## src/rtl/shift_add_multiplier.sv

```systemverilog
// Sequential unsigned shift-and-add multiplier with start/busy/done handshake,
// built around a gate-level ripple-carry adder.

module fullAdder (
   input  logic x,
   input  logic y,
   input  logic ci,
   output logic s,
   output logic co
);
   assign s  = x ^ y ^ ci;
   assign co = (x & y) | (ci & (x ^ y));
endmodule

module rippleCarryAdder #(
   parameter int WIDTH = 4
) (
   input  logic [WIDTH-1:0] x,
   input  logic [WIDTH-1:0] y,
   input  logic             ci,
   output logic [WIDTH-1:0] sum,
   output logic             co
);
   logic [WIDTH:0] carry;

   assign carry[0] = ci;

   for (genvar i = 0; i < WIDTH; i++) begin : gStage
      fullAdder uFa (
         .x (x[i]),
         .y (y[i]),
         .ci(carry[i]),
         .s (sum[i]),
         .co(carry[i+1])
      );
   end

   assign co = carry[WIDTH];
endmodule

module shift_add_multiplier #(
   parameter int WIDTH = 4
) (
   input  logic               clk,
   input  logic               reset,
   input  logic               start,
   input  logic [WIDTH-1:0]   a,
   input  logic [WIDTH-1:0]   b,
   output logic               busy,
   output logic               done,
   output logic [2*WIDTH-1:0] product
);
   localparam int CW = $clog2(WIDTH) + 1;

   typedef enum logic [1:0] {
      IDLE,
      RUN,
      DONE
   } stateT;

   stateT              state;
   logic [WIDTH-1:0]   m;
   logic [2*WIDTH-1:0] p;
   logic [CW-1:0]      cnt;
   logic [WIDTH-1:0]   sum;
   logic               carryOut;
   logic               accept;

   rippleCarryAdder #(.WIDTH(WIDTH)) uAdder (
      .x  (p[2*WIDTH-1:WIDTH]),
      .y  (m),
      .ci (1'b0),
      .sum(sum),
      .co (carryOut)
   );

   // A start in DONE is taken exactly like one in IDLE (back-to-back).
   assign accept  = start && (state != RUN);
   assign product = p;

   always_ff @(posedge clk) begin
      if (reset) begin
         state <= IDLE;
         busy  <= 1'b0;
         done  <= 1'b0;
         p     <= '0;
         m     <= '0;
         cnt   <= '0;
      end else if (accept) begin
         m     <= a;
         p     <= {{WIDTH{1'b0}}, b};
         cnt   <= CW'(WIDTH);
         state <= RUN;
         busy  <= 1'b1;
         done  <= 1'b0;
      end else begin
         unique case (state)
            IDLE: begin
               busy <= 1'b0;
               done <= 1'b0;
            end
            RUN: begin
               if (p[0]) begin
                  p <= {carryOut, sum, p[WIDTH-1:1]};
               end else begin
                  p <= {1'b0, p[2*WIDTH-1:1]};
               end
               cnt <= cnt - CW'(1);
               if (cnt == CW'(1)) begin
                  state <= DONE;
                  busy  <= 1'b0;
                  done  <= 1'b1;
               end
            end
            DONE: begin
               state <= IDLE;
               done  <= 1'b0;
            end
            default: begin
               state <= IDLE;
               busy  <= 1'b0;
               done  <= 1'b0;
            end
         endcase
      end
   end
endmodule

```

## config.mk

```make
export PLATFORM = sky130hd
export DESIGN_NAME = shift_add_multiplier
export DESIGN_NICKNAME = d
export VERILOG_FILES = /design/src/rtl/shift_add_multiplier.sv
export SDC_FILE = /design/constraint.sdc
export NUM_CORES = 1
export LEC_CHECK = 0
export ABC_AREA = 1
export CORE_AREA = 2 2 56 58
export DETAILED_ROUTE_END_ITERATION = 10
export DIE_AREA = 0 0 58 60
export GPL_TIMING_DRIVEN = 0
export PLACE_DENSITY = 0.58
export SLEW_MARGIN = 20
export SYNTH_ARGS = -nofsm -noshare
export SYNTH_HDL_FRONTEND = slang
export SYNTH_SLANG_ARGS = --single-unit
```

## constraint.sdc

```tcl
create_clock -name clk -period 2.6 [get_ports clk]
set_input_delay 0.39 -clock clk [delete_from_list [all_inputs] [get_ports clk]]
set_output_delay 0.39 -clock clk [all_outputs]
set_load 0.01 [all_outputs]
```

# [After elaboration in Yosys (flattened, before gate mapping)]
# Cells that the tools add are included.
[word_totals] ff_bits=19 latchBits=0 ramBits=0 rom_bits=0 inputBits=11 out_inout_bits=10 word_cells=56 memories=0
[op_classes] add_sub_neg=1 mul=0 div=0 order_cmp=0 eq_ne=8 shift=0 muxes=11 n_bitwise=19 n_reduce_logical=8
[ops] cell="$mux W4" n=2
[ops] cell="$mux W8" n=1
[ops] cell="$and A1 B1 Y1" n=7
[ops] cell="$xor A1 B1 Y1" n=7
[ops] cell="$mux W3" n=2
[ops] cell="$ne A2 B2 Y1 const B" n=3
[ops] cell="$reduce_and A2 Y1" n=3
[ops] cell="$pmux W2 S2" n=1
[ops] cell="$eq A3 B1 Y1 const B" n=1
[ops] cell="$mux W1" n=3
[ops] cell="$ne A3 B3 Y1 const B" n=1
[ops] cell="$or A1 B1 Y1" n=3
[ops] cell="$reduce_or A3 Y1" n=1
[ops] cell="$sub A3 B1 Y3 const B" n=1
[ops] cell="$eq A2 B1 Y1 const B" n=1
[ops] cell="$eq A2 B2 Y1 const B" n=1
[ops] cell="$logic_not A2 Y1" n=1
[ops] cell="$mux W2" n=1
[ops] cell="$ne A2 B1 Y1 const B" n=1
[ops] cell="$not A1 Y1" n=2
[ops] cell="$pmux W1 S2" n=1
[ops] cell="$reduce_bool A2 Y1" n=1
[ops] cell="$reduce_or A2 Y1" n=1
[ops] cell="$logic_and A1 B1 Y1" n=1

# [Logic depth before layout (Yosys ltp)]
# Gate-level depths: netlist of run 1.
[logic_depth] word_depth=10 ltp_mapped=9 ltp_nobuf=9

# [Hierarchy]
# Synthesis of run 1 repeated with hierarchy kept, for this count alone.
[unflattened] hier_cells=127 hier_area_um2=950.9
[by_module_without_submodules] mod="shift_add_multiplier" n_inst=1 cells_per_inst=123 area_per_inst_um2=870.8 seq_area_each_um2=380.4
[by_module_without_submodules] mod="fullAdder" n_inst=4 cells_per_inst=1 area_per_inst_um2=20.0 seq_area_each_um2=0.0

# [Least setup slack after synthesis of run 1]
# No wires, ideal clock.
[synth_path] kind="register to register" startpoint="register p[4] (netlist: product[4])" endpoint="register p[6] (netlist: product[6])" setup_ns=0.122 t_arrival_ns=1.884 required_time_ns=2.478 slack_ns=0.595 path_stages_with_launch=7 n_path_buf=0 synth_period_minus_slack_ns=2.005 cell_sequence="dfxtp_1 ha_1 fa_1 fa_1 fa_1 o21ai_0 a21oi_1"
[synth_between] elab_chain_len=7
[synth_lines] item="start, declared" line="63" source="logic [2*WIDTH-1:0] p;"
[synth_lines] item="start signal, assigned" line="91" source="p <= {{WIDTH{1'b0}}, b};"
[synth_lines] item="start signal, assigned" line="104" source="p <= {carryOut, sum, p[WIDTH-1:1]};"
[synth_lines] item="start signal, assigned" line="106" source="p <= {1'b0, p[2*WIDTH-1:1]};"
[synth_lines] item="$and A1 B1 Y1 (2 in a row)" line="12" source="assign co = (x & y) | (ci & (x ^ y));"
[synth_lines] item="$or A1 B1 Y1" line="12"
[synth_lines] item="$and A1 B1 Y1" line="12"
[synth_lines] item="$or A1 B1 Y1" line="12"
[synth_lines] item="$xor A1 B1 Y1" line="11" source="assign s = x ^ y ^ ci;"
[synth_lines] item="$mux W8" line="103" source="if (p[0]) begin"
# Every way passes these cells.
# A chain may end at the register's enable or synchronous reset.

# [Worst setup path after layout of run 1]
# Ends and elaborated chain as after synthesis.

==> reports/results.txt, run 1 <==
The met1 demand-to-capacity share in global routing came out at 0.159. After synthesis, the netlist uses 17 different library cells. The internal portion of the total power is 0.000422 W. The clock network latency to the later pin of the worst-skew pair was 300 ps. Relative slew slack: 0.813. Setup repair after global routing left no endpoint under its margin.

For this design the ratio of total power to cell area is 485 mW/mm^2. The critical path is of the reg2reg type. Static timing analysis puts the maximum clock frequency at 0.475 GHz.

The end-of-flow core utilization was 0.419; the maximum cell stage delay along the critical path was 420 ps. Proportion of total power due to net switching: 0.285. The run gives 3 as the number of buffers added by the clock tree synthesis step. For the worst-case clock skew, the log shows 7.10 ps. The count of pins over their slew limit came out at 0. The total grt overflow is 0, and the via density per instance is 4.63. The run gives 807 as the via count of the first global-routing pass.

The area of the die is 0.00348 mm^2, and the synthesis warning total is 0. The share of the clock period used by the worst path after layout is 0.810, and the number of H-tree levels is 1. Synthesis produced a netlist whose cell count is 130. Once detailed placement completed, the half-perimeter wirelength came to 1.52 mm. The root cell of the clock tree is sky130_fd_sc_hd__clkbuf_4. The relative area change from synthesis to final layout was 28.2%. For the final routed database, the setup TNS stands at 0 ps. TritonCTS built the clock tree. For the finished layout, the period the worst path requires is 2110 ps.

Walking the worst path, the cells encountered are ha_1 > fa_1 > fa_1 > fa_1 > o21ai_0 > a21oi_1. The worst hold path was traced through 2 stages. In this run the power spent charging and discharging nets is 0.000168 W. The run gives 20 as the row count. The most repeated library cell on the critical path was sky130_fd_sc_hd__fa_1.

In this run the vertical extent of the chip is 60 um. The violation count after the first detailed-routing iteration was 28; the fraction of power consumed by sequential logic was 0.546. After detailed routing, the number of remaining DRC violations is 0. Clock-pin slew was measured on the worst setup and hold paths at 110 ps.

Gates resized during post-CTS repair numbered 0. The core region is 0.00290 mm^2. The net count of the finished layout is 172. The sequential share of the synthesized area was 0.401; the first-pass GRT wire length was 3.46 mm. Prior to clock tree synthesis, the placed netlist has a worst setup slack of 484 ps.

Each instance of the synthesized netlist takes up on average 7.31 um^2. The tools report the relative contribution of combinational cells to total power as 0.194. The repair_antennas step left the layout with diodes totalling 0.

Synthesis inferred 19 register bits. The hold violation total from the final report was 0; the worst reg2reg path depth was 6. The run gives 0.813 as the placer congestion estimate. For this block, the routed nets add up to 1.96 mm of wire. From left edge to right edge, the die measures 58 um.

The fraction of final layout cells sized beyond drive strength 1 works out to 0.0974. The required time at the endpoint of the critical path is 2800 ps, and the number of buffers added on ports is 20. The routing usage on met3 was 0.0152. The logs give 493 ps for the worst-case setup margin in the final layout and 0 for the initial antenna violation count. The tools report the number of max-capacitance violations reported as 0. The run gives 21 as the number of top-level pins.

The number of nets produced by synthesis came out at 147. The aggregate global-route resource usage is 0.128, and the static leakage is 0.555 nW. The tightest min-delay check is of the reg2reg type. The cell area that synthesis handed to floorplanning was 950 um^2. Met2 routing resource usage after global routing: 0.213. For the total via count after detailed routing, the log shows 865.

The maximum count of clock buffers along a single path was 2; the summed area of non-filler cells in the final layout was 0.00122 mm^2. The cell with the biggest individual delay on the critical path was sky130_fd_sc_hd__fa_1. The flow ran to the end, and the final reports show no timing, DRC or antenna violations.

The finished layout holds 187 standard cells, fillers aside. Setup violations remaining at the end of the flow were counted as 0. met2 is the most crowded layer. Clock tree synthesis found a total of 19 sinks. VDD sags by at most 228 uV. The tools report the endpoint class of the critical path as a flop. Dividing the detail-routed wire length by the instance count gives 10.5 um. Once the clock tree was built, the setup fixing pass inserted 0 buffers. The effective utilization at floorplan was 0.327. Launching element type of the critical path: a flop.

Entering global routing, the biggest net connects 11 pins. In this run, placement finished with an instance count of 183. The actual slew at the worst max-slew pin was 278 ps. The worst-path maximum fanout was 4; the length of the first detailed-routing pass in iterations was 4. The placed instances occupy a cell area of 0.00119 mm^2. The hold buffer count at CTS was 0.

Data on the critical path arrives at its endpoint at 2310 ps. The proportion of power drawn by the clock network came out at 0.260. The count of nets left with antenna violations once routing finished came out at 0.
[critical path, delay by kind of cell (launching register included)]
kind	cells	cell delay, ps
fa+ha+maj	4	1410
compound gates	2	240
flops	1	360
[power by group through the flow]
stage               Sequential (W)  Combinational (W)  Clock [W]
CTS                       0.000323           0.000116   0.000158
detailed placement        0.000329           0.000116          0
global placement          0.000328           0.000113          0
floorplan                 0.000328          0.0000690          0
global route              0.000325           0.000132   0.000169
finish                    0.000322           0.000115   0.000154
[path summary, 6_finish.rpt]
kind	slack, ps	start	end
worst max-delay path	490	product[4]$_SDFFE_PP0P_	product[6]$_SDFFE_PP0P_
worst min-delay path	490	cnt[1]$_SDFFE_PP0P_	cnt[1]$_SDFFE_PP0P_
worst max register to register	490	product[4]$_SDFFE_PP0P_	product[6]$_SDFFE_PP0P_
worst min register to register	490	cnt[1]$_SDFFE_PP0P_	cnt[1]$_SDFFE_PP0P_
[logic make-up (layout without fill, tap and decap cells)]
family | after synthesis | after routing | synth area share
and+or+nand+nor | 67 | 67 | 0.300
buffers and inverters | 23 | 47 | 0.117
DFF | 19 | 19 | 0.401
AOI/OAI and AO/OA | 15 | 15 | 0.0790
adders and majority gates | 6 | 6 | 0.103
[synthesized netlist by cell type (all sizes together)]
| master | count | share of area |
|---|---|---|
| buf | 7 | 0.054 |
| dfxtp | 19 | 0.40 |
| nor2 | 19 | 0.075 |
| inv | 15 | 0.059 |
| nand2 | 32 | 0.14 |
| clkinv | 1 | 0.0039 |
| fa | 3 | 0.063 |
| ha | 3 | 0.040 |
| o21ai | 7 | 0.037 |
| a21oi | 8 | 0.042 |
| or2 | 1 | 0.0066 |
| nand3 | 15 | 0.079 |
[metal layers]
metal	part of all wire	routed length [um]	up-vias
li1	-	-	448
met1	0.47	912	395
met2	0.48	933	17
met3	0.032	63	5
met4	0.024	46	0
met5	0	0	-
[through the flow]
step	total power [W]	hold WS [ps]
after detailed placement	0.000445	483
after CTS	0.000596	501
after global routing	0.000626	527
after global placement	0.000442	453
after floorplan	0.000398	444
final	0.000590	494
[area by class of cell]
type,instances,area (um^2)
buffer,7,51.3
clock buffer,4,26.3
fill,328,1690
inverter,16,60.1
multi-input combinational,88,458
sequential,19,380
tap,33,41.3
timing repair buffer,20,200
[sequential cells by signal (all words and copies together), names as in the netlist]
register and count:
state 2, done 1, busy 1, cnt 3
m 4, product 8
[placed cells by master, fill, tap and decap left out, drive strengths merged]
master          n
nand2          32
clkdlybuf4s50  20
nor2           19
dfxtp          19
nand3          15
inv            15
a21oi           8
o21ai           7
buf             7
clkbuf          4
fa              3
ha              3
clkinv          1
or2             1
No activity file was read; power rests on OpenSTA's default activity.
==> run 2: changes to the inputs <==
Settings changed: PLACE_DENSITY 0.58 to 0.61.
Clock period 2.6 ns to 1.9 ns, I/O delays scaled along.
==> reports/results.txt, run 2 (synthesized netlist as in run 1, its figures left out) <==
Once detail routing completed, the nets flagged for antenna violations numbered 0. The final critical-path required period was 1940 ps. The tools report the hold buffer count at CTS as 0. The clock passes through at most 2 buffers. In this run the vertical extent of the chip is 60 um.

The via count of the first global-routing pass was 828. The analysis attributes to cell leakage a power of 0.554 nW. The HPWL reported at the end of detailed placement was 1.57 mm; the required time at the endpoint of the critical path was 2100 ps. Class of the worst hold path: reg2reg. 0 antenna diodes ended up in the layout.

For the length of the first detailed-routing pass in iterations, the log shows 4. Launching element type of the critical path: a flop. The final reports fail on negative setup slack.

In this run the most critical hold path is launched from cnt[1]$_SDFFE_PP0P_. The later pin in the worst-skew pair is clocked with a latency of 300 ps. The clock arrives with 7.90 ps of skew. The first global-routing pass estimated 3.62 mm of wire. The setup-violating endpoint count in the final report was 1; the count of pins over their slew limit was 0. Summing over every cut layer, the via total after detailed routing is 855. STA classifies the critical path endpoint as a flop.

The tools report the start point of the critical path as product[4]$_SDFFE_PP0P_. Most common library cell in the layout ignoring fill and taps: sky130_fd_sc_hd__nand2_1. Counting every sink on the clock net gives 19. The row count was 20. For the residual DRC count, the log shows 0. In this run the tool buffered the top-level ports with 20 buffer cells. For the relative slew slack, the log shows 0.814.

The flow ran to the end, but the final reports show violations. 21 I/O pins were placed. The register with the most flip-flops in the layout has 8 of them. For the effective utilization at floorplan, the log shows 0.327. The congestion estimate from routability-driven global placement came to 0.800. Post-placement setup slack: -61.5 ps. The CTS clock-pin slew for the worst setup and hold paths was 110 ps; the overall power was 0.000808 W. The actual slew at the worst max-slew pin is 279 ps.

The maximum vdd ir drop came out at 419 uV. The worst-case setup margin in the final layout was -39.9 ps; the x dimension of the die was 58 um. The count of cells in the finished layout, fillers not included, comes to 188.

The die covers 0.00348 mm^2. The category of the critical setup timing path was reg2reg. Dividing the detail-routed wire length by the instance count gives 10.8 um. The hold violation total from the final report was 0. Worst-path maximum fanout: 2. The aggregate global-route resource usage is 0.134. The via density per instance was 4.55. Final hold analysis gives a worst-case slack of 484 ps. The pin count of the biggest net entering global routing is 11, and the relative area change from synthesis to final layout is 30.3%. The run gives 17 as the violation count after the first detailed-routing iteration. In the layout the commonest cells are 29 x sky130_fd_sc_hd__nand2_1, 20 x sky130_fd_sc_hd__clkdlybuf4s50_1, 19 x sky130_fd_sc_hd__nor2_1, 18 x sky130_fd_sc_hd__dfxtp_1, 15 x sky130_fd_sc_hd__nand3_1. Timing would allow up to 0.515 GHz. Number of H-tree levels: 1. TritonCTS built the clock tree.

Counting the buffers created by CTS gives 3. The share of the clock period used by the worst path after layout was 1.02. The tools report the post-placement cell count as 183.

For the number of max-capacitance violations reported, the log shows 0. Setup repair after global routing could not meet its margin everywhere. The logs give 2140 ps for the data arrival at the endpoint of the critical path and 0 for the total grt overflow. Initial antenna violation count: 0.

The tools report the root cell of the clock tree as sky130_fd_sc_hd__clkbuf_4. The tools report the number of nets in the finished design as 173. The fraction of final layout cells sized beyond drive strength 1 was 0.135. Summed over all layers, the routed wires come to 2.03 mm. The tools report the total of fill cells in the finished design as 314.

In this run the standard cell core region covers 0.00290 mm^2. The launching point of the worst reg2reg path was product[4]$_SDFFE_PP0P_. Dividing total power by cell area gives a power density of 653 mW/mm^2.
==> run 2: cell count changes in the layout (fill, tap and decap cells not counted) <==
cell / delta
sky130_fd_sc_hd__buf_4: +1
sky130_fd_sc_hd__o21ai_0: -1
sky130_fd_sc_hd__fa_2: +2
sky130_fd_sc_hd__ha_2: +1
sky130_fd_sc_hd__dfxtp_2: +1
sky130_fd_sc_hd__dfxtp_1: -1
sky130_fd_sc_hd__fa_1: -2
sky130_fd_sc_hd__o21ai_2: +1
sky130_fd_sc_hd__ha_1: -1
==> run 2: critical path: stages (launching register included) <==
cell and delay [ps]:
sky130_fd_sc_hd__dfxtp_2 340, sky130_fd_sc_hd__ha_2 180, sky130_fd_sc_hd__fa_2 340, sky130_fd_sc_hd__fa_2 340, sky130_fd_sc_hd__fa_1 460, sky130_fd_sc_hd__o21ai_2 120
sky130_fd_sc_hd__a21oi_1 60
==> run 2: final timing paths <==
path	to	slack, ps	cells past startpoint
worst max-delay path	product[6]$_SDFFE_PP0P_	-40	6
worst min-delay path	cnt[1]$_SDFFE_PP0P_	480	2
worst max register to register	product[6]$_SDFFE_PP0P_	-40	6
worst min register to register	cnt[1]$_SDFFE_PP0P_	480	2
==> run 2: per-layer routing <==
metal	up-vias	global-route usage	wire length [um]
met1	381	0.165	976
li1	452	-	-
met2	18	0.226	949
met3	4	0.0216	75
met5	-	0	0
met4	0	0.0698	27
==> run 2: repair_timing <==
| action | 4_1_cts | 5_1_grt |
|---|---|---|
| setup endpoints to repair | 1 | 1 |
| hold endpoints to repair | 0 | 0 |
| resized for setup | 1 | 1 |
| setup buffers | 1 | 0 |
==> run 2: layout make-up <==
| type | instances | area [um^2] | share of cell area |
|---|---|---|---|
| repair buffers | 21 | 208 | 0.168 |
| multi-input cells | 88 | 469 | 0.379 |
| inverters | 16 | 60.1 | 0.0485 |
| clock buffers | 4 | 26.3 | 0.0212 |
| well taps | 33 | 41.3 | 0.0334 |
| plain buffers | 7 | 51.3 | 0.0415 |
| flip-flops and latches | 19 | 382 | 0.308 |
==> run 2: through the flow <==
step | cell area [um^2] | utilization | TNS (ps)
after floorplan | 957 | - | 0
after CTS | 1230 | 0.425 | -35.8
final | 1240 | 0.426 | -39.9
after detailed placement | 1200 | 0.413 | -61.5
after global placement | 1200 | 0.413 | -27.5
after global routing | 1240 | 0.426 | -97.4
==> run 2: power by group <==
part,internal (W),switching [W]
clock,0.0000817,0.000124
combinational,0.0000753,0.0000855
sequential,0.000422,0.0000201
==> run 3: changes to the inputs <==
Settings changed: ABC_CLOCK_PERIOD_IN_PS from default to 1900, HOLD_SLACK_MARGIN from default to 0.03, PLACE_DENSITY 0.61 to default.
==> reports/results.txt, run 3 (synthesized netlist as in run 1, its figures left out) <==
After clock tree synthesis, the flow added hold-fix buffers numbering 0. Worst-case setup margin in the final layout: -9.85 ps. The maximum cell stage delay along the critical path was 450 ps. met2 is the most crowded layer. Across the VDD grid, the largest voltage drop is 278 uV.

The register with the most flip-flops in the layout has 8 of them. After clock tree synthesis, the clock-pin slew on the worst setup and hold paths is 120 ps. The effective utilization at floorplan was 0.327; the die height was 60 um.

Root cell of the clock tree: sky130_fd_sc_hd__clkbuf_4. The class of the worst hold path was reg2reg. The number of nets with antenna violations after routing was 0; the fraction of final layout cells sized beyond drive strength 1 was 0.148. The count of pins over their slew limit is 0. The checks that failed: negative setup slack.

The logs give 0.547 for the fraction of power consumed by sequential logic and 0.145 for the met1 demand-to-capacity share in global routing. The cell that appears most often on the critical path is sky130_fd_sc_hd__fa_2. The slowest stage of the critical path belongs to the cell sky130_fd_sc_hd__fa_1.

The tools report the relative contribution of combinational cells to total power as 0.200. The detailed router finished its first iteration with 20 violations. The first global-routing pass estimated 3.46 mm of wire. For the hold violation total from the final report, the log shows 0. Category of the critical setup timing path: reg2reg.

OpenSTA, run right after detailed placement, puts the worst setup slack at -56.1 ps. Measured along the x axis, the die boundary spans 58 um. Traced cell by cell, the critical path runs through ha_4 > fa_2 > fa_2 > fa_1 > o21ai_2 > a21oi_1. The clock passes through at most 2 buffers. The via count of the first global-routing pass came out at 833. The area inside the core boundary was 0.00290 mm^2; the via density per instance was 4.60. Length of the first detailed-routing pass in iterations: 4. For the setup-violating endpoint count in the final report, the log shows 1.

The share of the clock period used by the worst path after layout was 1.01; the number of H-tree levels was 1. For this run the aggregate overflow at the end of global routing stands at 0. The internal power component is 0.000576 W, and the TritonCTS sink count is 19.

For this design the total switching power over the nets is 0.000234 W. From synthesis to final layout, the design area changed by 31.6%. The logs give 0.237 for the met2 routing resource usage after global routing and 2110 ps for the data arrival at the endpoint of the critical path.

Proportion of power drawn by the clock network: 0.254. For this run, the post-layout net count is 173. The tools report the routing usage on met3 as 0.0281. TritonCTS built the clock tree. The aggregate global-route resource usage is 0.129. The count of buffer and inverter cells on the critical path came out at 0. The routed length per placed instance came out at 10.7 um. Setup repair after global routing could not meet its margin everywhere. The routed design has 2.00 mm of wire. The number of antenna diodes in the final layout is 0.

The die covers 0.00348 mm^2. The setup check on the worst reg-to-reg path leaves a slack of -10 ps. The run gives 0.431 as the end-of-flow core utilization.

The launching element type of the critical path is a flop. The tools report the pin count of the biggest net entering global routing as 12. The number of buffers added by the clock tree synthesis step was 3. At the end of routability-driven placement, the weighted congestion stood at 0.780.

In the layout the commonest cells are 29 x sky130_fd_sc_hd__nand2_1, 20 x sky130_fd_sc_hd__clkdlybuf4s50_1, 19 x sky130_fd_sc_hd__nor2_1, 17 x sky130_fd_sc_hd__dfxtp_1, 15 x sky130_fd_sc_hd__nand3_1. The proportion of total power due to net switching was 0.289. The endpoint class of the critical path is a flop. For the required time at the endpoint of the critical path, the log shows 2100 ps. The kind of cell adding the most delay to the critical path is adder cells. Power density relative to cell area: 648 mW/mm^2. The relative slew slack came out at 0.819. During I/O placement, the number of pins put on the boundary was 21. The run gives 0 as the residual DRC count.

The final critical-path required period came out at 1910 ps. The later pin in the worst-skew pair is clocked with a latency of 300 ps. The actual slew at the worst max-slew pin came out at 270 ps. Once detailed placement completed, the half-perimeter wirelength came to 1.55 mm. The worst-path maximum fanout came out at 2. The number of buffers added on ports is 20. The library cell used most frequently in the layout, excluding fill and tap cells, is sky130_fd_sc_hd__nand2_1.

The static leakage came out at 0.558 nW. The tools report the upper clock frequency limit as 0.524 GHz. The tool flagged a number of max-cap violations equal to 0. The flow ran to the end, but the final reports show violations. Clock skew on the completed layout was measured at 10.6 ps. The run gives 864 as the total via count after detailed routing. The initial antenna violation count was 0. In this run the core area contains 20 standard-cell rows.
run 3: stage by stage:
stage                     hold slack, ps  area, um^2  TNS [ps]  power [W]  std cells
final                                498        1250     -9.85   0.000810        188
after global routing                 546        1250     -77.1   0.000867        188
after CTS                            505        1230     -33.4   0.000816        188
after detailed placement             480        1200     -56.1   0.000611        183
after global placement               452        1200     -28.3   0.000606        183
after floorplan                      354         957         0   0.000545        130
run 3: area by class of cell:
| class | count | area (um^2) |
|---|---|---|
| clock inverter | 1 | 5.00 |
| inverter | 16 | 60.1 |
| fill | 298 | 1650 |
| buffer | 7 | 51.3 |
| sequential | 19 | 383 |
| tap | 33 | 41.3 |
| clock buffer | 3 | 22.5 |
| timing repair buffer | 21 | 208 |
| multi-input combinational | 88 | 479 |
run 3: routing by layer:
metal,wire length [um],vias to the layer above
met4,17,0
met3,90,2
li1,-,452
met1,895,393
met2,1000,17
met5,0,-
run 3: power by group through the flow:
stage / Clock [W] / Combinational [W] / Sequential, W
final: 0.000206 / 0.000162 / 0.000443
after global routing: 0.000235 / 0.000186 / 0.000447
after CTS: 0.000213 / 0.000162 / 0.000442
after detailed placement: 0 / 0.000160 / 0.000451
after global placement: 0 / 0.000156 / 0.000450
after floorplan: 0 / 0.0000951 / 0.000450
run 3: worst paths after layout:
check                                              from  depth (start not counted)                 endpoint
worst min register to register        done$_SDFFE_PP0P_                          2        done$_SDFFE_PP0P_
worst max register to register  product[4]$_SDFFE_PP0P_                          6  product[6]$_SDFFE_PP0P_
worst max-delay path            product[4]$_SDFFE_PP0P_                          6  product[6]$_SDFFE_PP0P_
worst min-delay path                  done$_SDFFE_PP0P_                          2        done$_SDFFE_PP0P_
run 3: timing repair:
item | 4_1_cts | 5_1_grt
resized for setup | 1 | 3
hold endpoints to repair | 0 | 0
buffers inserted | 1 | 0
endpoints found under the setup margin | 1 | 1
run 3: worst reg2reg max path, delay by kind of cell (launching register included):
kind / cells / cell delay, ps
AO/OA/AOI/OAI: 2 / 190
adder cells (fa/ha/maj): 4 / 1270
flip-flops: 1 / 360
